**config.mk**
```make
export PLATFORM = sky130hd
export DESIGN_NAME = wb_arbiter
export DESIGN_NICKNAME = d
export VERILOG_FILES = /design/src/rtl/wb_arbiter.sv
export SDC_FILE = /design/constraint.sdc
export NUM_CORES = 1
export LEC_CHECK = 0
export CORE_AREA = 5 5 119 121
export DETAILED_ROUTE_END_ITERATION = 8
export DIE_AREA = 0 0 124 126
export HOLD_SLACK_MARGIN = 0.05
export PLACE_DENSITY = 0.64
export SETUP_SLACK_MARGIN = 0.5
export SKIP_LAST_GASP = 1
export SLEW_MARGIN = 20
export SYNTH_ARGS = -nofsm -noshare
export SYNTH_HDL_FRONTEND = slang
export SYNTH_SLANG_ARGS = --single-unit
```
**constraint.sdc**
```tcl
create_clock -name clk_i -period 1.7 [get_ports clk_i]
set_clock_uncertainty 0.15 [all_clocks]
set_input_delay 0.255 -clock clk_i [delete_from_list [all_inputs] [get_ports clk_i]]
set_output_delay 0.255 -clock clk_i [all_outputs]
set_load 0.02 [all_outputs]
```
**src/rtl/wb_arbiter.sv**
```systemverilog
// Two-master Wishbone arbiter: round-robin on contention, grant held for the whole cycle.
// Optional stall watchdog enabled by defining WB_ARB_TIMEOUT_EN.
module wb_arbiter #(
    parameter int unsigned TIMEOUT_CYC = 255
) (
    input  logic        clk_i,
    input  logic        rst_n,
    input  logic        m0_wb_cyc_i,
    input  logic        m0_wb_stb_i,
    input  logic        m0_wb_we_i,
    input  logic [3:0]  m0_wb_sel_i,
    input  logic [31:0] m0_wb_adr_i,
    input  logic [31:0] m0_wb_dat_i,
    output logic [31:0] m0_wb_dat_o,
    output logic        m0_wb_ack_o,
    output logic        m0_wb_err_o,
    input  logic        m1_wb_cyc_i,
    input  logic        m1_wb_stb_i,
    input  logic        m1_wb_we_i,
    input  logic [3:0]  m1_wb_sel_i,
    input  logic [31:0] m1_wb_adr_i,
    input  logic [31:0] m1_wb_dat_i,
    output logic [31:0] m1_wb_dat_o,
    output logic        m1_wb_ack_o,
    output logic        m1_wb_err_o,
    output logic        s_wb_cyc_o,
    output logic        s_wb_stb_o,
    output logic        s_wb_we_o,
    output logic [3:0]  s_wb_sel_o,
    output logic [31:0] s_wb_adr_o,
    output logic [31:0] s_wb_dat_o,
    input  logic [31:0] s_wb_dat_i,
    input  logic        s_wb_ack_i,
    input  logic        s_wb_err_i
);

    typedef enum logic [1:0] {IDLE, GNT0, GNT1} state_e;

    state_e state_q, state_d;
    logic   last_owner_q, last_owner_d;
    logic   granted, sel_m1, own_cyc, own_stb, to_hit;

    assign granted = (state_q != IDLE);
    assign sel_m1  = (state_q == GNT1);
    assign own_cyc = sel_m1 ? m1_wb_cyc_i : m0_wb_cyc_i;
    assign own_stb = sel_m1 ? m1_wb_stb_i : m0_wb_stb_i;

    // Next-state: on contention the master that did not own the bus last wins.
    always_comb begin
        state_d      = state_q;
        last_owner_d = last_owner_q;
        case (state_q)
            IDLE: begin
                if (m0_wb_cyc_i && m1_wb_cyc_i) begin
                    state_d      = last_owner_q ? GNT0 : GNT1;
                    last_owner_d = ~last_owner_q;
                end else if (m0_wb_cyc_i) begin
                    state_d      = GNT0;
                    last_owner_d = 1'b0;
                end else if (m1_wb_cyc_i) begin
                    state_d      = GNT1;
                    last_owner_d = 1'b1;
                end
            end
            GNT0:    if (!m0_wb_cyc_i) state_d = IDLE;
            GNT1:    if (!m1_wb_cyc_i) state_d = IDLE;
            default: state_d = IDLE;
        endcase
    end

    always_ff @(posedge clk_i or negedge rst_n) begin
        if (!rst_n) begin
            state_q      <= IDLE;
            last_owner_q <= 1'b1;
        end else begin
            state_q      <= state_d;
            last_owner_q <= last_owner_d;
        end
    end

`ifdef WB_ARB_TIMEOUT_EN
    localparam int unsigned CNT_W = 16;
    localparam logic [CNT_W-1:0] TO_LAST = CNT_W'(TIMEOUT_CYC - 1);

    logic [CNT_W-1:0] cnt_q, cnt_d;

    // Counts stalled strobe cycles; any ack/err or leaving the grant restarts it.
    always_comb begin
        cnt_d  = '0;
        to_hit = 1'b0;
        if (granted && own_stb && !s_wb_ack_i && !s_wb_err_i) begin
            if (cnt_q == TO_LAST) begin
                to_hit = 1'b1;
            end else begin
                cnt_d = cnt_q + CNT_W'(1);
            end
        end
    end

    always_ff @(posedge clk_i or negedge rst_n) begin
        if (!rst_n) begin
            cnt_q <= '0;
        end else begin
            cnt_q <= cnt_d;
        end
    end
`else
    logic [15:0] unused_timeout;
    assign to_hit         = 1'b0;
    assign unused_timeout = 16'(TIMEOUT_CYC);
`endif

    // Shared-bus mux plus response routing; responses only reach an owner still in its cycle.
    always_comb begin
        s_wb_cyc_o  = 1'b0;
        s_wb_stb_o  = 1'b0;
        s_wb_we_o   = 1'b0;
        s_wb_sel_o  = '0;
        s_wb_adr_o  = '0;
        s_wb_dat_o  = '0;
        m0_wb_dat_o = '0;
        m0_wb_ack_o = 1'b0;
        m0_wb_err_o = 1'b0;
        m1_wb_dat_o = '0;
        m1_wb_ack_o = 1'b0;
        m1_wb_err_o = 1'b0;
        if (granted) begin
            s_wb_cyc_o = own_cyc;
            s_wb_stb_o = own_stb && !to_hit;
            s_wb_we_o  = sel_m1 ? m1_wb_we_i  : m0_wb_we_i;
            s_wb_sel_o = sel_m1 ? m1_wb_sel_i : m0_wb_sel_i;
            s_wb_adr_o = sel_m1 ? m1_wb_adr_i : m0_wb_adr_i;
            s_wb_dat_o = sel_m1 ? m1_wb_dat_i : m0_wb_dat_i;
            if (sel_m1) begin
                m1_wb_dat_o = s_wb_dat_i;
                m1_wb_ack_o = own_cyc && s_wb_ack_i;
                m1_wb_err_o = own_cyc && (s_wb_err_i || to_hit);
            end else begin
                m0_wb_dat_o = s_wb_dat_i;
                m0_wb_ack_o = own_cyc && s_wb_ack_i;
                m0_wb_err_o = own_cyc && (s_wb_err_i || to_hit);
            end
        end
    end

endmodule

```
# After elaboration in Yosys (flattened, before gate mapping)
# Cells that the tools add are included.
[word_totals]
regBits = 3
in_bits = 178
out_inout_bits = 139
elab_cells = 50
[op_classes]
eq_ne = 5
n_mux = 34
n_bitwise = 1
reduce_logical = 8
[op_table]
columns = ["cell", "n"]
rows = [
  ["$mux W32", 8],
  ["$mux W1", 17],
  ["$mux W2", 6],
  ["$mux W4", 2],
  ["$pmux W2 S3", 1],
  ["$ne A2 B2 Y1 const B", 2],
  ["$ne A4 B4 Y1 const B", 1],
  ["$logic_and A1 B1 Y1", 3],
  ["$reduce_and A3 Y1", 1],
  ["$reduce_bool A3 Y1", 1],
  ["$eq A2 B1 Y1 const B", 1],
  ["$eq A2 B2 Y1 const B", 1],
  ["$logic_not A2 Y1", 1],
  ["$reduce_and A2 Y1", 1],
  ["$reduce_bool A2 Y1", 1],
  ["$not A1 Y1", 1],
]

# Logic depth before layout (Yosys ltp)
# Gate-level depths: netlist (run 1).
[depth]
ltp_word = 5
mapped_depth = 6

# Worst setup path before layout (run 1)
# No wires, ideal clock.
[synth_path]
kind = "register to output"
from = "reg state_q[0]"
to = "out s_wb_adr_o[0]"
t_arrival_ps = 1190
slack_ps = 105
stages_incl_launch_ff = 7
path_buffers = 4
cell_sequence = "dfrtp_1 -> buf_4 -> nor2b_2 -> buf_6 -> buf_6 -> buf_6 -> a22o_1"
[synth_via]
elab_chain_cells = 3
[synth_rtl]
columns = ["element", "line_no", "source"]
rows = [
  ["start: declaration", "39", "state_e state_q, state_d;"],
  ["start signal: assignment", "76", "state_q <= state_d;"],
  ["$eq A2 B2 Y1", "44", "assign sel_m1 = (state_q == GNT1);"],
  ["$mux W32", "132", "s_wb_adr_o = sel_m1 ? m1_wb_adr_i : m0_wb_adr_i;"],
  ["$mux W32 *", "127", "if (granted) begin"],
  ["end: declaration", "30", "output logic [31:0] s_wb_adr_o,"],
]
# Mark *: on every way between the ends. The rest lies on a longest branch, timed or not.

# Worst setup path in the final report (run 1)
[layout_path]
from = "reg state_q[1]"
to = "out s_wb_adr_o[7]"
# Same word-level chain as after synthesis.

==> results of run 1 <==
## area by class of cell
cell class,count,area share [%]
timing repair buffer,368,64.6
sequential,3,1.37
tap,176,3.76
inverter,2,0.128
clock buffer,4,1.35
multi-input combinational,145,28.8
## Yosys cell counts
cell | number | share of area (%)
a22o_1 | 72 | 47
and2_1 | 64 | 30
clkbuf_1 | 12 | 3.4
buf_6 | 7 | 5.9
and3_1 | 4 | 1.9
buf_2 | 4 | 1.5
dfrtp_1 | 2 | 3.8
inv_1 | 2 | 0.56
nor3b_1 | 2 | 1.1
a311oi_1 | 1 | 0.66
buf_4 | 1 | 0.56
dfstp_2 | 1 | 2.0
nor2b_2 | 1 | 0.66
or3b_1 | 1 | 0.66
## sequential cells by signal (all words and copies together) (netlist names)
signal / flops
state_q: 2
last_owner_q: 1
## per-layer routing
metal  vias to the layer above  wire (um)  GRT usage [%]
met5                         -         12              0
met4                         2        257           3.22
met3                        18       1490           4.26
met2                       205       7040           28.3
met1                      1376       4540           14.6
li1                       1358          -              -
## worst max-delay path, stage by stage, from the launching register on
cell and delay, ns:
dfrtp_1 0.37, nor2b_4 0.13, buf_6 0.11, buf_12 0.13, buf_8 0.12, buf_6 0.11, buf_6 0.12, a22o_4 0.21
buf_6 0.13
## logic make-up (layout without fill, tap and decap cells)
kind of cell,after synthesis,after routing,synth area share (%)
flops,3,3,5.73
compound gates,73,73,48.0
simple gates,72,72,34.4
buf+inv,26,374,11.9
## power by group
group / leakage, nW / internal [mW] / switching, mW
logic: 2.70 / 2.37 / 1.77
clock network: 0.0382 / 0.310 / 0.0660
registers: 0.0345 / 0.105 / 0.0252
total: 2.77 / 2.79 / 1.86
## worst paths after layout
path,start,endpoint,depth (start not counted)
worst max-delay path,state_q[1],s_wb_adr_o[7],8
worst min-delay path,rst_n,state_q[0],1
worst max register to register,state_q[0],last_owner_q,4
worst min register to register,state_q[1],state_q[0],2
max in group asynchronous,rst_n,last_owner_q,1
min in group clk_i,state_q[1],state_q[0],2
## per-stage QoR
step,setup TNS (ns),util (%)
after CTS,-60.65,43.2
final,-32.25,45.1
after global routing,-37.73,45.1
after global placement,-49.29,41.3
after floorplan,0,-
after detailed placement,-50.98,41.3
## repair_timing
| item | in CTS | in global routing |
|---|---|---|
| resized for setup | 318 | 295 |
| hold endpoints to repair | 0 | 0 |
| pin swaps | 0 | 5 |
| endpoints found under the setup margin | 142 | 142 |
| setup buffers | 11 | 7 |
| cloned | 5 | 9 |
==> flow_metrics.py, run 1 <==
metrics = {
    "outcome": {
        "status": "complete, but fails checks",
        "violations": "negative setup slack",
    },
    "grt": {
        "grt_util_all_layers_pct": 14.4,
        "grt_pass1_wl_mm": 17.5,
        "grt_max_degree": 29,
        "grt_pass1_vias": 3149,
        "overflow": 0,
        "antenna_found_initial": 1,
    },
    "floorplan": {
        "placementRows": 42,
        "pin_count": 317,
        "die_x_um": 124,
        "core_sq_um": 13000,
        "fp.dieH_um": 126,
        "start_util_pct": 10.3,
        "dieArea_sq_um": 15600,
    },
    "setup_path": {
        "path_class": "reg -> out",
        "arrival_ns": 1.66,
        "crit_required_ns": 1.29,
        "reg2reg_slack_ns": 0.08,
        "crit_path_max_fanout": 9,
        "startpoint_type": "register",
        "worstSetupEndpointType": "output pin",
    },
    "sta": {
        "fin_hold_ws_ns": 0.0645,
        "max_slew.worst_pin.slew_ns": 0.241,
        "maxSlewHeadroom_pct": 83.8,
        "worst_slack_ns": -0.369,
        "rsz0062_at_grt": "true",
        "hold_viol_final": 0,
        "setup_violations": 139,
        "fin_crit_ns": 2.07,
        "maxSlewViolCount": 0,
        "fmax_ghz": 0.483,
        "fin_crit_sh_pct": 122,
    },
    "clock_tree": {
        "cts_inserted_buffers": 3,
        "cts_hold_buf": 0,
        "cts_tree": "yes",
        "root_buffer": "clkbuf_16",
        "path_clk_slew_ns": 0.03,
        "htreeDepth": 1,
        "cts_max_path_buffers": 2,
        "cts_sinks": 3,
        "clock_latency_ns": 0.22,
    },
    "layout": {
        "regArea_sq_um": 80.1,
        "drive_gt1_share_pct": 60.3,
        "final_cell_mix": "clkdlybuf4s50_1 (177), buf_6 (83), a22o_4 (50)",
        "nets": 701,
        "instances_no_fill": 698,
        "fillCellCount": 1260,
        "area_growth_pct": 339,
        "final_common_cell": "clkdlybuf4s50_1",
        "finalInstanceArea_sq_um": 5860,
        "multiInputGateArea_sq_um": 1690,
        "antenna_cells": 0,
    },
    "place": {
        "dpl_worst_slack_ns": -0.428,
        "dpl_cell_area_sq_um": 5370,
        "gp_congestion": 0.840,
        "hpwl_mm": 10.4,
        "dpl.cell_count": 662,
        "io_buffers": 316,
    },
    "run": {
        "maxCapViolCount": 0,
    },
    "yosys": {
        "synthCells": 174,
        "synth_seq_area_share_pct": 5.73,
        "yosysUniqueCellTypes": 14,
        "synth-seq-cells": 3,
        "avgSynthCellArea_sq_um": 7.66,
        "yosysWarnings": 0,
        "synth_area_sq_um": 1330,
        "synth_fp_nets": 352,
    },
    "route": {
        "finalWirelength_mm": 13.3,
        "dr.pass1.iters": 4,
        "drc": 0,
        "avgViaCountPerCell": 4.24,
        "via_count": 2959,
        "antenna_left": 0,
        "wl_per_cell_um": 19.1,
        "drt-initial-drc-count": 52,
    },
    "worst_hold_path": {
        "hold_path.class": "in -> async",
    },
    "power_and_ir_drop": {
        "peakVddDrop_mv": 0.422,
        "leakagePower_nw": 2.77,
        "total_power_mw": 4.65,
        "p_per_area_nw_per_um2": 793,
    },
}
Power figures use the tool's default switching activity.
==> inputs of run 2 (changes only) <==
ABC_AREA = 1   (was default)
PLACE_DENSITY = 0.66   (was 0.64)
==> flow_metrics.py, run 2 <==
metrics = {
    "route": {
        "wl_per_cell_um": 16.0,
        "avgViaCountPerCell": 4.06,
        "drt-initial-drc-count": 115,
        "drc": 0,
        "dr.pass1.iters": 4,
        "via_count": 3568,
        "antenna_left": 0,
        "finalWirelength_mm": 14.1,
    },
    "floorplan": {
        "core_sq_um": 13000,
        "die_x_um": 124,
        "fp.dieH_um": 126,
        "start_util_pct": 11.6,
        "pin_count": 317,
        "placementRows": 42,
        "dieArea_sq_um": 15600,
    },
    "power_and_ir_drop": {
        "p_per_area_nw_per_um2": 1580,
        "p_comb_share_pct": 94.4,
        "sw_frac_of_total_pct": 51.6,
        "leakagePower_nw": 2.98,
        "peakVddDrop_mv": 0.695,
        "p_seq_share_pct": 1.5,
        "switching_power_mw": 4.87,
        "intPower_mw": 4.57,
        "clkPwrFrac_pct": 4.0,
    },
    "outcome": {
        "violations": "negative setup slack",
        "status": "complete, but fails checks",
    },
    "clock_tree": {
        "cts_hold_buf": 0,
        "htreeDepth": 1,
        "clock_latency_ns": 0.23,
        "root_buffer": "clkbuf_16",
        "path_clk_slew_ns": 0.03,
        "cts_inserted_buffers": 3,
        "cts_tree": "yes",
        "cts_max_path_buffers": 2,
        "cts_sinks": 3,
    },
    "place": {
        "io_buffers": 316,
        "dpl_cell_area_sq_um": 5420,
        "gp_congestion": 0.885,
        "dpl.cell_count": 847,
        "hpwl_mm": 10.4,
    },
    "setup_path": {
        "rr_worst_depth": 5,
        "arrival_ns": 1.53,
        "path_class": "reg -> out",
        "startpoint_type": "register",
        "reg2reg_from": "state_q[0]",
        "reg2reg_slack_ns": 0.32,
        "crit_path_max_fanout": 32,
        "startpoint": "state_q[0]",
        "crit_required_ns": 1.29,
        "worstSetupEndpointType": "output pin",
        "rr_endpoint": "state_q[0]",
    },
    "layout": {
        "fillCellCount": 1329,
        "regArea_sq_um": 77.6,
        "final_core_util_pct": 46.1,
        "reg_top3": "state_q: 2 flops, last_owner_q: 1 flops",
        "antenna_cells": 0,
        "drive_gt1_share_pct": 47.4,
        "nets": 881,
        "regMostFlops": "state_q",
        "instances_no_fill": 878,
        "multiInputGateArea_sq_um": 1840,
        "largest_reg_flops": 2,
        "area_growth_pct": 298,
        "final_cell_mix": "clkdlybuf4s50_1 (177), nand2_1 (131), buf_4 (100)",
        "final_common_cell": "clkdlybuf4s50_1",
        "finalInstanceArea_sq_um": 5990,
    },
    "yosys": {
        "synth_fp_nets": 542,
        "ys_top_cells_by_area": "nand2_1 (55%), nor3_1 (11%), inv_1 (9.7%)",
        "synth_seq_area_share_pct": 5.07,
        "synth_area_leader_cell": "nand2_1",
        "synth_common_cells": "nand2_1 (222), inv_1 (39), nor2_1 (39)",
        "ys_async_sr_fraction_pct": 100,
        "yosysUniqueCellTypes": 14,
        "ys.flop_type": "dfrtp_1",
        "avgSynthCellArea_sq_um": 4.14,
        "synth-seq-cells": 3,
        "synth.most_common_cell": "nand2_1",
        "yosysWarnings": 0,
        "yosysTopAreaCellShare_pct": 55.3,
        "synth_edf_count": 0,
        "synthCells": 364,
        "synth_area_sq_um": 1510,
    },
    "sta": {
        "maxSlewViolCount": 0,
        "worst_slack_ns": -0.231,
        "setup_violations": 139,
        "hold_viol_final": 0,
        "fmax_ghz": 0.518,
        "fin_crit_ns": 1.93,
        "fin_crit_sh_pct": 114,
        "max_slew.worst_pin.slew_ns": 0.241,
        "rsz0062_at_grt": "true",
        "maxSlewHeadroom_pct": 83.9,
        "finalSetupTns_ns": -19.84,
    },
    "grt": {
        "grt_pass1_wl_mm": 18.9,
        "grt_pass1_vias": 3637,
        "grt_max_degree": 51,
        "grt_util_all_layers_pct": 15.4,
        "overflow": 0,
        "antenna_found_initial": 1,
    },
    "worst_hold_path": {
        "hold_path.class": "in -> async",
    },
    "run": {
        "maxCapViolCount": 0,
    },
}
-- run 2: changes by cell type in the layout (fill, tap and decap cells not counted), sizes merged, moves of 2 or more --
cell           previous run  this run
nand2                     0       222
a22o                     72         0
and2                     64         0
clkbuf                   54        10
nor2                      0        40
inv                       2        40
buf                     138       171
nor3                      0        32
and3                      4         0
clkdlybuf4s15             0         4
nor3b                     2         0
-- run 2: power groups by stage --
| stage | Clock (mW) | Sequential (mW) | Combinational (mW) |
|---|---|---|---|
| 6_report | 0.380 | 0.144 | 8.91 |
| 5_1_grt | 0.393 | 0.151 | 9.43 |
| 4_1_cts | 0.388 | 0.142 | 7.79 |
| 3_5_place_dp | 0 | 0.142 | 7.45 |
| 3_3_place_gp | 0 | 0.141 | 7.37 |
| 2_1_floorplan | 0 | 0.142 | 3.97 |
-- run 2: worst max path at each step --
stage / endpoint
after global routing: m1_wb_dat_o[27]
after detailed placement: s_wb_dat_o[12]
final: m1_wb_dat_o[0]
after floorplan: m0_wb_dat_o[0]
after CTS: m0_wb_dat_o[5]
after global placement: m1_wb_ack_o
-- run 2: what timing repair did --
action,4_1_cts,5_1_grt
buffers inserted,11,4
setup endpoints to repair,142,142
pin swaps,3,3
resized for setup,648,119
cloned,6,6
-- run 2: cells by family (layout without fill, tap and decap cells) --
group	after synthesis	count (layout)	synth area share, %
AO/OA/AOI/OAI	1	1	0.332
buffers and inverters	65	403	18.2
flip-flops	3	3	5.07
AND/OR/NAND/NOR	295	295	76.4
-- run 2: final cells by class --
cell class,count,share of cell area (%)
clock buffer,4,1.32
inverter,40,2.51
multi-input combinational,296,30.8
sequential,3,1.30
tap,176,3.68
timing repair buffer,359,60.4
-- run 2: per-stage QoR --
stage / setup slack [ns] / total power [mW] / hold slack, ns
floorplan: 0.163 / 4.11 / -0.191
global route: -0.296 / 9.98 / 0.0727
CTS: -0.193 / 8.32 / 0.0657
detailed placement: -0.401 / 7.60 / 0.305
finish: -0.231 / 9.44 / 0.0631
global placement: -0.377 / 7.51 / 0.295
-- run 2: metal layers --
metal  track usage [%]  vias to the layer above  wire length, um
met2              30.7                      176             7510
li1                  -                     1750                -
met3              4.26                       29             1320
met5                 0                        -                7
met1              15.0                     1611             4850
met4              4.77                        2              391
-- run 2: worst max-delay path: stages (launching register included) --
cell	delay (ns)
dfrtp_2	0.42
nor2_4	0.16
buf_12	0.16
inv_1	0.07
buf_12	0.18
nor2_1	0.13
buf_4	0.16
